$ cat config.mk
export PLATFORM = sky130hd
export DESIGN_NAME = signal_buffer_reader
export DESIGN_NICKNAME = d
export VERILOG_FILES = /design/src/rtl/signal_buffer_pkg.sv /design/src/rtl/signal_buffer_reader_chk.sv /design/src/rtl/signal_buffer_reader_fifo.sv /design/src/rtl/signal_buffer_reader.sv
export SDC_FILE = /design/constraint.sdc
export NUM_CORES = 1
export LEC_CHECK = 0
export CAP_MARGIN = 30
export CORE_ASPECT_RATIO = 1.75
export CORE_MARGIN = 10
export CORE_UTILIZATION = 40
export CTS_CLUSTER_DIAMETER = 40
export DETAILED_ROUTE_END_ITERATION = 8
export HOLD_SLACK_MARGIN = 0.15
export PLACE_DENSITY = 0.66
export SYNTH_ARGS = -nofsm -noshare
export SYNTH_HDL_FRONTEND = slang
export SYNTH_SLANG_ARGS = --single-unit
$ cat constraint.sdc
create_clock -name clk -period 3.8 [get_ports clk]
set_input_delay 0.76 -clock clk [delete_from_list [all_inputs] [get_ports clk]]
set_output_delay 0.76 -clock clk [all_outputs]
set_load 0.05 [all_outputs]
$ cat src/rtl/signal_buffer_pkg.sv
// signal_buffer_pkg
// Shared definitions for the 8192x16 signal buffer and its stream reader:
// geometry constants, reader defaults and the reader FSM state encoding.
package signal_buffer_pkg;

    localparam int SB_ADDR_W       = 13;
    localparam int SB_DATA_W       = 16;
    localparam int SB_DEPTH        = 8192;
    localparam int SB_LEN_W        = 14;
    localparam int SB_READ_LATENCY = 1;
    localparam int SB_FIFO_DEPTH   = 4;

    typedef enum logic [1:0] {
        IDLE  = 2'd0,
        RUN   = 2'd1,
        DRAIN = 2'd2,
        FLUSH = 2'd3
    } sb_rd_state_e;

endpackage

$ cat src/rtl/signal_buffer_reader_chk.sv
// signal_buffer_reader_chk
// Non-synthesised checker for the reader: rejects configurations whose skid
// FIFO cannot absorb the read pipeline, and flags any FIFO overflow.
// Ports: clk, reset_n, FIFO push/pop/clear strobes and full flag.
module signal_buffer_reader_chk
#(
    parameter int READ_LATENCY = 1,
    parameter int FIFO_DEPTH   = 4
)
(
    input  logic clk,
    input  logic reset_n,
    input  logic push,
    input  logic pop,
    input  logic clear,
    input  logic full
);

    if (FIFO_DEPTH < READ_LATENCY + 2) begin : g_cfg_check
        $error("signal_buffer_reader: FIFO_DEPTH must be >= READ_LATENCY+2");
    end

    a_no_overflow: assert property (@(posedge clk) disable iff (!reset_n)
        !(push && full && !pop && !clear));

endmodule

$ cat src/rtl/signal_buffer_reader_fifo.sv
// signal_buffer_reader_fifo
// Synchronous show-ahead FIFO: rd_data always presents the oldest entry.
// Ports: clk, reset_n (sync, active-low), push/push_data, pop, clear
// (drops all contents, wins over push/pop), rd_data, count, full, empty.
// A push while full is accepted only together with a pop.
module signal_buffer_reader_fifo
#(
    parameter int W     = 18,
    parameter int DEPTH = 4
)
(
    input  logic                       clk,
    input  logic                       reset_n,
    input  logic                       push,
    input  logic [W-1:0]               push_data,
    input  logic                       pop,
    input  logic                       clear,
    output logic [W-1:0]               rd_data,
    output logic [$clog2(DEPTH+1)-1:0] count,
    output logic                       full,
    output logic                       empty
);

    localparam int PW    = (DEPTH > 1) ? $clog2(DEPTH) : 1;
    localparam int CNT_W = $clog2(DEPTH + 1);
    localparam logic [PW-1:0]    LAST_PTR = PW'(DEPTH - 1);
    localparam logic [PW-1:0]    PTR_ONE  = {{(PW-1){1'b0}}, 1'b1};
    localparam logic [CNT_W-1:0] CNT_ONE  = {{(CNT_W-1){1'b0}}, 1'b1};
    localparam logic [CNT_W-1:0] CNT_FULL = CNT_W'(DEPTH);

    logic [W-1:0]     mem_r [DEPTH];
    logic [PW-1:0]    wr_ptr_r;
    logic [PW-1:0]    rd_ptr_r;
    logic [CNT_W-1:0] count_r;
    logic             do_push_s;
    logic             do_pop_s;

    function automatic logic [PW-1:0] ptr_inc(input logic [PW-1:0] p);
        if (p == LAST_PTR) begin
            return '0;
        end else begin
            return p + PTR_ONE;
        end
    endfunction

    assign empty     = (count_r == '0);
    assign full      = (count_r == CNT_FULL);
    assign count     = count_r;
    assign rd_data   = mem_r[rd_ptr_r];
    assign do_pop_s  = pop && !empty;
    assign do_push_s = push && (!full || pop);

    // Storage, pointers and occupancy.
    always_ff @(posedge clk) begin
        if (!reset_n) begin
            wr_ptr_r <= '0;
            rd_ptr_r <= '0;
            count_r  <= '0;
            for (int i = 0; i < DEPTH; i++) begin
                mem_r[i] <= '0;
            end
        end else if (clear) begin
            wr_ptr_r <= '0;
            rd_ptr_r <= '0;
            count_r  <= '0;
        end else begin
            if (do_push_s) begin
                mem_r[wr_ptr_r] <= push_data;
                wr_ptr_r        <= ptr_inc(wr_ptr_r);
            end
            if (do_pop_s) begin
                rd_ptr_r <= ptr_inc(rd_ptr_r);
            end
            case ({do_push_s, do_pop_s})
                2'b10:   count_r <= count_r + CNT_ONE;
                2'b01:   count_r <= count_r - CNT_ONE;
                default: count_r <= count_r;
            endcase
        end
    end

endmodule

$ cat src/rtl/signal_buffer_reader.sv
// signal_buffer_reader
// Avalon-MM read master that drains base_addr..base_addr+length-1 (wrapping
// modulo 2^ADDR_W) from the signal buffer and emits the words as one
// Avalon-ST packet with backpressure.
// Ports: start/abort/base_addr/length control, busy/done status, Avalon-MM
// read master (mem_*), Avalon-ST source (st_*).
module signal_buffer_reader
    import signal_buffer_pkg::*;
#(
    parameter int ADDR_W       = SB_ADDR_W,
    parameter int DATA_W       = SB_DATA_W,
    parameter int LEN_W        = SB_LEN_W,
    parameter int READ_LATENCY = SB_READ_LATENCY,
    parameter int FIFO_DEPTH   = SB_FIFO_DEPTH
)
(
    input  logic                clk,
    input  logic                reset_n,
    input  logic                start,
    input  logic                abort,
    input  logic [ADDR_W-1:0]   base_addr,
    input  logic [LEN_W-1:0]    length,
    output logic                busy,
    output logic                done,
    output logic [ADDR_W-1:0]   mem_address,
    output logic                mem_chipselect,
    output logic                mem_write,
    output logic [DATA_W/8-1:0] mem_byteenable,
    output logic [DATA_W-1:0]   mem_writedata,
    input  logic [DATA_W-1:0]   mem_readdata,
    output logic [DATA_W-1:0]   st_data,
    output logic                st_valid,
    input  logic                st_ready,
    output logic                st_sop,
    output logic                st_eop
);

    localparam int CNT_W  = $clog2(FIFO_DEPTH + 1);
    localparam int FIFO_W = DATA_W + 2;
    localparam logic [LEN_W-1:0] LEN_ONE    = {{(LEN_W-1){1'b0}}, 1'b1};
    localparam logic [CNT_W:0]   CREDIT_MAX = (CNT_W + 1)'(FIFO_DEPTH);

    sb_rd_state_e            state_r;
    sb_rd_state_e            state_s;
    logic [ADDR_W-1:0]       base_r;
    logic [LEN_W-1:0]        len_r;
    logic [LEN_W-1:0]        issued_r;
    logic [LEN_W-1:0]        rcv_r;
    logic [LEN_W-1:0]        beat_r;
    logic [READ_LATENCY-1:0] infl_r;
    logic                    done_r;
    logic [CNT_W-1:0]        fifo_count_s;
    logic [CNT_W-1:0]        inflight_s;
    logic                    fifo_full_s;
    logic                    fifo_empty_s;
    logic [FIFO_W-1:0]       push_data_s;
    logic [FIFO_W-1:0]       head_s;
    logic                    credit_ok_s;
    logic                    issue_s;
    logic                    launch_s;
    logic                    clear_s;
    logic                    done_set_s;
    logic                    push_s;
    logic                    accept_s;
    logic                    last_beat_s;

    // Number of reads still travelling through the slave pipeline.
    always_comb begin
        inflight_s = '0;
        for (int i = 0; i < READ_LATENCY; i++) begin
            inflight_s = inflight_s + {{(CNT_W-1){1'b0}}, infl_r[i]};
        end
    end

    // Every issued read owns a FIFO slot, so the FIFO can never overflow.
    assign credit_ok_s = ({1'b0, fifo_count_s} + {1'b0, inflight_s}) < CREDIT_MAX;
    assign accept_s    = !fifo_empty_s && st_ready;
    assign last_beat_s = (beat_r == len_r - LEN_ONE);
    assign push_s      = infl_r[READ_LATENCY-1] && ((state_r == RUN) || (state_r == DRAIN));
    // Packet flags are attached when the word returns, by arrival order.
    assign push_data_s = {(rcv_r == '0), (rcv_r == len_r - LEN_ONE), mem_readdata};

    // Next-state logic and per-cycle strobes.
    always_comb begin
        state_s    = state_r;
        issue_s    = 1'b0;
        launch_s   = 1'b0;
        clear_s    = 1'b0;
        done_set_s = 1'b0;
        case (state_r)
            IDLE: begin
                if (start && !abort) begin
                    if (length != '0) begin
                        state_s  = RUN;
                        launch_s = 1'b1;
                    end else begin
                        done_set_s = 1'b1;
                    end
                end else begin
                    state_s = IDLE;
                end
            end
            RUN: begin
                if (abort) begin
                    state_s = FLUSH;
                    clear_s = 1'b1;
                end else if (issued_r == len_r) begin
                    state_s = DRAIN;
                end else begin
                    issue_s = credit_ok_s;
                end
            end
            DRAIN: begin
                if (abort) begin
                    state_s = FLUSH;
                    clear_s = 1'b1;
                end else if (accept_s && last_beat_s) begin
                    state_s    = IDLE;
                    done_set_s = 1'b1;
                end else begin
                    state_s = DRAIN;
                end
            end
            FLUSH: begin
                if (inflight_s == '0) begin
                    state_s = IDLE;
                end else begin
                    state_s = FLUSH;
                end
            end
            default: begin
                state_s = IDLE;
            end
        endcase
    end

    // FSM state register.
    always_ff @(posedge clk) begin
        if (!reset_n) begin
            state_r <= IDLE;
        end else begin
            state_r <= state_s;
        end
    end

    // Transfer window, issue/return/beat counters and done pulse.
    always_ff @(posedge clk) begin
        if (!reset_n) begin
            base_r   <= '0;
            len_r    <= '0;
            issued_r <= '0;
            rcv_r    <= '0;
            beat_r   <= '0;
            done_r   <= 1'b0;
        end else begin
            done_r <= done_set_s;
            if (launch_s) begin
                base_r   <= base_addr;
                len_r    <= length;
                issued_r <= '0;
                rcv_r    <= '0;
                beat_r   <= '0;
            end else begin
                if (issue_s) begin
                    issued_r <= issued_r + LEN_ONE;
                end
                if (push_s && !clear_s) begin
                    rcv_r <= rcv_r + LEN_ONE;
                end
                if (accept_s) begin
                    beat_r <= beat_r + LEN_ONE;
                end
            end
        end
    end

    // In-flight delay line: one bit per outstanding read, matures at readdata.
    always_ff @(posedge clk) begin
        if (!reset_n) begin
            infl_r <= '0;
        end else begin
            infl_r[0] <= issue_s;
            for (int i = 1; i < READ_LATENCY; i++) begin
                infl_r[i] <= infl_r[i-1];
            end
        end
    end

    signal_buffer_reader_fifo #(
        .W     (FIFO_W),
        .DEPTH (FIFO_DEPTH)
    ) u_fifo (
        .clk       (clk),
        .reset_n   (reset_n),
        .push      (push_s),
        .push_data (push_data_s),
        .pop       (accept_s),
        .clear     (clear_s),
        .rd_data   (head_s),
        .count     (fifo_count_s),
        .full      (fifo_full_s),
        .empty     (fifo_empty_s)
    );

    signal_buffer_reader_chk #(
        .READ_LATENCY (READ_LATENCY),
        .FIFO_DEPTH   (FIFO_DEPTH)
    ) u_chk (
        .clk     (clk),
        .reset_n (reset_n),
        .push    (push_s),
        .pop     (accept_s),
        .clear   (clear_s),
        .full    (fifo_full_s)
    );

    assign busy           = (state_r != IDLE);
    assign done           = done_r;
    // A read launched during reset would be forgotten, so none is launched.
    assign mem_chipselect = issue_s && reset_n;
    assign mem_address    = base_r + issued_r[ADDR_W-1:0];
    assign mem_write      = 1'b0;
    assign mem_byteenable = '1;
    assign mem_writedata  = '0;
    assign st_valid       = !fifo_empty_s;
    assign st_data        = fifo_empty_s ? '0 : head_s[DATA_W-1:0];
    assign st_sop         = !fifo_empty_s && head_s[DATA_W+1];
    assign st_eop         = !fifo_empty_s && head_s[DATA_W];

endmodule

==> run summary, run 1 <==
PD cells = 400 nW/um2
HPWL after DPL = 15200 um
Clock transition at path regs = 70 ps
Routability congestion estimate = 0.944
Final Max Slew Viols = 0
Cell area after synthesis = 8320 um2
Critical path class = flop to output pin
Multi-input logic area = 4180 um2
Commonest register cell after synthesis = dfxtp_1
Detail Route Antenna Nets = 0
Row cnt = 69
Top cell type's share of synthesized area = 26.0%
Antenna cell count = 0
FF+latch count, synth = 154
P_sw = 1.05 mW
Fin crit period = 3580 ps
Pre-CTS WS = 589 ps
I/O pins = 102
FF/Latch Area = 3800 um2
Via count = 6076
Slew margin rel. = 55.1%
Syn Inst Count = 823
WP data arrival = 2820 ps
Fin nets = 976
Clk_lat worst skew = 430 ps
CP max stage delay = 840 ps
Mean Syn Cell Area = 10.1 um2
Reg power frac = 45.0%
Synth-to-Final Area Change = 20.4%
Min Hold Slack = 507 ps
H-tree depth = 4
Fillcell total = 1889
TritonCTS clock tree = yes
Yosys cell types = 55
Core area = 20400 um2
HP Class = flop to flop
Crit start category = flop
Switching portion of total power = 26.3%
Clk_skew = 7.47 ps
CP max FO = 6
Combinational Power Share = 12.4%
Biggest area consumer among synthesized cells = edfxtp_1
Starting Density = 40.9%
Top cells by area, synth = edfxtp_1, dfxtp_1, xnor2_1
CP cell instances = ha_1 > a21oi_1 > o211ai_1 > a31oi_1 > xnor2_1 > clkdlybuf4s50_1
Drt wl/cell = 17.6 um
Number of global-route vias before repair = 6304
Tot GR Track Use = 15.4%
Fmax = 0.279 GHz
Required @ worst endpoint = 3040 ps
Vias/cell = 5.22
Final setup fails = 0
Initial DRC count = 252
Root Driver = clkbuf_16
Initial antenna violation count = 0
Final Hold Viols = 0
Crit path capture type = output pin
Drt first pass iters = 4
Status = finished clean
Number of port buffers = 82
Max-Cap Viols = 0
Pleak = 3.99 nW
CP bufs+invs = 1
Remaining global-route overflow = 0
Setup TNS = 0 ps
Clock buffer depth = 2
Slew @ Worst Pin = 667 ps
Num Clock Sinks = 154
Number of synthesis warnings = 0
Largest net degree at the start of global routing = 32
Number of remaining DRC errors = 0
Clock Power Share = 42.6%
Async SR Flop Fraction = 0%
CP max stage cell = clkdlybuf4s50_1
Die area = 27200 um2
Die height = 211 um
Pint = 2.96 mW
Chip width = 129 um
Total wire length = 20400 um
Maximum VDD drop = 0.285 mV
EDFF count, synth = 72
First-pass GRT wire length = 32900 um
RSZ-0062 raised after global routing = false
Number of CTS-inserted buffers = 17
Top delay family on crit path = buffers and inverters
Sequential share of the synthesized area = 45.7%
Final WS setup = 218 ps
Post-CTS Setup Bufs = 0
Proportion of layout cells with a drive suffix above 1 = 9.40%
Tcrit/Tclk final = 94.3%
[registers in the layout (all words and copies together) (netlist names), 2 cells and up, named ones only]
| name | flops |
|---|---|
| issued_r | 14 |
| base_r | 13 |
| len_r | 14 |
| u_fifo.count | 3 |
| u_fifo.wr_ptr_r | 2 |
| rcv_r | 14 |
| beat_r | 14 |
| state_r | 2 |
| u_fifo.mem_r | 72 |
| u_fifo.rd_ptr_r | 2 |
[cell usage after synthesis, types with 2 or more instances]
cell and instances:
a21oi_1 25, clkbuf_1 37, inv_1 22, nand2_1 49
fa_1 2, mux2i_1 28, o21ai_0 11, o22ai_1 2
nor4b_1 2, and3_1 22, or4_1 6, o21a_1 3
nand3_1 19, nor2b_1 7, o41ai_1 2, nor2_1 102
xor2_1 46, nor4_1 12, and2_1 67, a41oi_1 2
or3_1 10, buf_4 20, xnor2_1 48, mux4_2 18
buf_2 4, o211ai_1 6, dfxtp_1 82, o21ai_1 2
o31a_1 2, ha_1 24, a31oi_1 3, a211oi_1 2
and3b_1 3, o2111ai_1 2, nor3_1 22, nor3b_1 3
conb_1 2, edfxtp_1 72, nand4_1 16
[layout by cell type (no fill, tap or decap), types with 22 or more instances in the layout]
cell type and instances:
nor2_1 102, dfxtp_1 81, clkdlybuf4s50_1 75, edfxtp_1 72, and2_1 67, nand2_1 49
xnor2_1 47, xor2_1 46, mux2i_1 28, buf_4 27, a21oi_1 25, ha_1 24
inv_1 22, and3_1 22, nor3_1 22
[worst min-delay path: stages (launching register included)]
cell     delay (ps)
dfxtp_1         330
mux2i_1          70
nor2_1           70
[kinds of logic (layout without fill, tap and decap cells)]
logic type	count (synthesis)	count (layout)	share of synthesized area, %
xor gates and xnor gates	96	96	10.4
adders and majority gates	26	26	4.09
AOI/OAI and AO/OA	68	68	5.26
muxes	47	47	8.37
DFF	154	154	45.7
other	2	19	0.0902
and+or+nand+nor	344	344	21.1
buffers and inverters	86	161	4.94
[routing by layer]
metal	part of all wire [%]	routed length, um	global-route usage, %	vias up
met5	0	0	0	-
met4	3.5	710	7.68	0
met1	37	7470	14.9	2908
met3	4.0	823	3.04	42
li1	-	-	-	2985
met2	56	11400	29.6	141
[cell type report]
type | instances | share of cell area, %
multi-input combinational | 600 | 41.7
sequential | 154 | 38.0
timing repair buffer | 107 | 10.5
clock buffer | 18 | 4.28
tap | 248 | 3.10
clock inverter | 14 | 1.59
inverter | 22 | 0.824
[power groups by stage]
stage / Clock (mW) / Sequential [mW] / Combinational (mW)
4_1_cts: 1.75 / 1.81 / 0.496
5_1_grt: 1.81 / 1.81 / 0.534
3_3_place_gp: 0 / 1.84 / 0.496
2_1_floorplan: 0 / 1.82 / 0.352
3_5_place_dp: 0 / 1.84 / 0.494
6_report: 1.71 / 1.81 / 0.496
[timing repair]
action,in CTS,in global routing
gates resized for setup,0,2
endpoints found under the setup margin,0,2
hold buffers,0,0
[final timing paths]
kind | start | end | slack [ps] | cells after the start
setup / recovery | issued_r[1] | mem_address[7] | 220 | 6
hold / removal | base_r[6] | base_r[6] | 510 | 2
setup reg to reg | len_r[4] | u_fifo.mem_r[0][16] | 890 | 7
hold reg to reg | base_r[6] | base_r[6] | 510 | 2
[stage by stage]
| step | std cells | instance area [um2] | utilization (%) | power (mW) |
|---|---|---|---|---|
| floorplan | 840 | 8390 | - | 2.18 |
| global route | 1163 | 10000 | 49.2 | 4.16 |
| detailed placement | 1131 | 9420 | 46.2 | 2.34 |
| finish | 1163 | 10000 | 49.2 | 4.01 |
| CTS | 1163 | 10000 | 49.1 | 4.05 |
| global placement | 1131 | 9420 | 46.2 | 2.34 |
Power figures use the tool's default switching activity.
==> inputs of run 2 (changes only) <==
==> constraint.sdc (replaced) <==
create_clock -name clk -period 3.8 [get_ports clk]
set_input_delay 0.76 -clock clk [delete_from_list [all_inputs] [get_ports clk]]
set_output_delay 0.76 -clock clk [all_outputs]
set_load 0.02 [all_outputs]
==> run 2 against run 1 <==
  * Count of clock-buffer cells in the layout stayed put
  * Register-to-register slack worse by 50 ps
  * Non-clock buffer count is 1 lower
  * Sequential share of layout area is 0.21 points higher
  * Fmax is 0.21% lower
  * Power is 2.3% lower
  * Via count is 0.35% higher
  * Critical endpoint is now mem_address[8]
  * Largest cell class unchanged
==> run summary, run 2 (synthesis gave the netlist of run 1 again) <==
Clock buffer depth = 2 (unchanged)
RSZ-0062 raised after global routing = false
Clock transition at path regs = 60 ps (about the same)
Number of remaining DRC errors = 0 (unchanged)
Synth-to-Final Area Change = 19.7%
Crit path capture type = output pin
Fmax = 0.279 GHz (-0.21%)
PD cells = 394 nW/um2 (-1.7%)
CTS Hold Buffers Added = 0 (unchanged)
Clk_lat worst skew = 430 ps (about the same)
Num Clock Sinks = 154 (unchanged)
Die area = 27200 um2 (unchanged)
First-pass GRT wire length = 32600 um (-0.94%)
Crit start category = flop
HP Class = flop to flop
Vias/cell = 5.25 (+0.43%)
Initial antenna violation count = 0 (unchanged)
Routability congestion estimate = 0.940 (-0.43%)
Core area = 20400 um2 (unchanged)
Tcrit/Tclk final = 94.5% (+0.19 points)
Final setup fails = 0 (unchanged)
Detail Route Antenna Nets = 0 (unchanged)
Drt first pass iters = 4 (unchanged)
Max-Cap Viols = 0 (unchanged)
Final Max Slew Viols = 0 (unchanged)
Die height = 211 um (unchanged)
Max FFs per register = 72 (unchanged)
Total wire length = 20200 um (-0.81%)
TritonCTS clock tree = yes
H-tree depth = 4 (unchanged)
Number of port buffers = 82 (unchanged)
Final Hold Viols = 0 (unchanged)
Remaining global-route overflow = 0 (unchanged)
Largest net degree at the start of global routing = 32 (unchanged)
HPWL after DPL = 14800 um (-2.6%)
Slew margin rel. = 54.1% (-0.98 points)
CP max FO = 3 (-3)
I/O pins = 102 (unchanged)
Final Instance Area = 9960 um2 (-0.56%)
Number of CTS-inserted buffers = 17 (unchanged)
Fin crit period = 3590 ps (+7.36 ps)
Commonest non-fill, non-tap cell in the layout = nor2_1
Number of global-route vias before repair = 6313 (+0.14%)
Root Driver = clkbuf_16
WP data arrival = 2830 ps (about the same)
CTS resizes = 4 (+4)
Pleak = 3.97 nW (-0.51%)
Status = finished clean
Drt wl/cell = 17.4 um (-0.72%)
Fin nets = 975 (-0.10%)
Area post-placement = 9370 um2 (-0.56%)
Setup TNS = 0 ps (unchanged)
Post-CTS Setup Bufs = 0 (unchanged)
Proportion of layout cells with a drive suffix above 1 = 8.64% (-0.76 points)
Row cnt = 69 (unchanged)
Commonest cells after routing, fill and taps aside = nor2_1, dfxtp_1, clkdlybuf4s50_1
Slew @ Worst Pin = 682 ps (+14.5 ps)
Chip width = 129 um (unchanged)
Initial DRC count = 377 (+50%)
Clk_skew = 7.71 ps (+0.239 ps)
Tot GR Track Use = 15.2% (-0.13 points)
Critical path class = flop to output pin
Required @ worst endpoint = 3040 ps (about the same)
Starting Density = 40.9% (unchanged)
Register with the highest flop count = u_fifo.mem_r
Design Power = 3.92 mW (-2.3%)
Final core occ = 48.9% (-0.28 points)
Antenna cell count = 0 (unchanged)
Via count = 6097 (+0.35%)
Maximum VDD drop = 0.233 mV (-18%)
Min Hold Slack = 508 ps (+0.825 ps)
==> run 2: area by class of cell <==
cell class	instances	area (um2)
clock inverters	14	158
repair buffers	106	1000
fillers	1945	10400
flip-flops and latches	154	3800
multi-input cells	600	4180
clock buffers	18	429
inverters	22	82.6
well taps	248	310
==> run 2: final timing paths <==
kind	startpoint	end	slack, ps	depth (start not counted)
setup / recovery	issued_r[0]	mem_address[8]	210	10
hold / removal	base_r[0]	base_r[0]	510	2
setup reg to reg	len_r[3]	u_fifo.mem_r[0][16]	840	7
hold reg to reg	base_r[0]	base_r[0]	510	2
==> run 2: through the flow <==
step	std cells	setup WS, ps
floorplan	840	922
global placement	1130	269
detailed placement	1130	233
CTS	1162	47.0
global route	1162	16.2
finish	1162	211
==> run 2: metal layers <==
layer / vias to the layer above / GRT usage [%] / routed length [um]
li1: 2996 / - / -
met4: 0 / 8.35 / 712
met3: 45 / 3.24 / 825
met2: 155 / 28.7 / 11400
met5: - / 0 / 0
met1: 2901 / 14.9 / 7350
==> run 2: power breakdown <==
group | total (mW) | switching [mW] | internal, mW
Sequential | 1.81 | 0.0322 | 1.77
Clock | 1.68 | 0.751 | 0.927
Combinational | 0.437 | 0.246 | 0.191
Total | 3.92 | 1.03 | 2.89
==> run 2: worst max-delay path, cell delays in order (launching register included) <==
cell	delay, ps
dfxtp_1	340
ha_1	170
inv_1	60
fa_1	400
nor2b_1	170
o31a_1	190
o211ai_1	100
nand2_1	110
a21oi_1	90
xnor2_1	150
clkdlybuf4s50_1	630
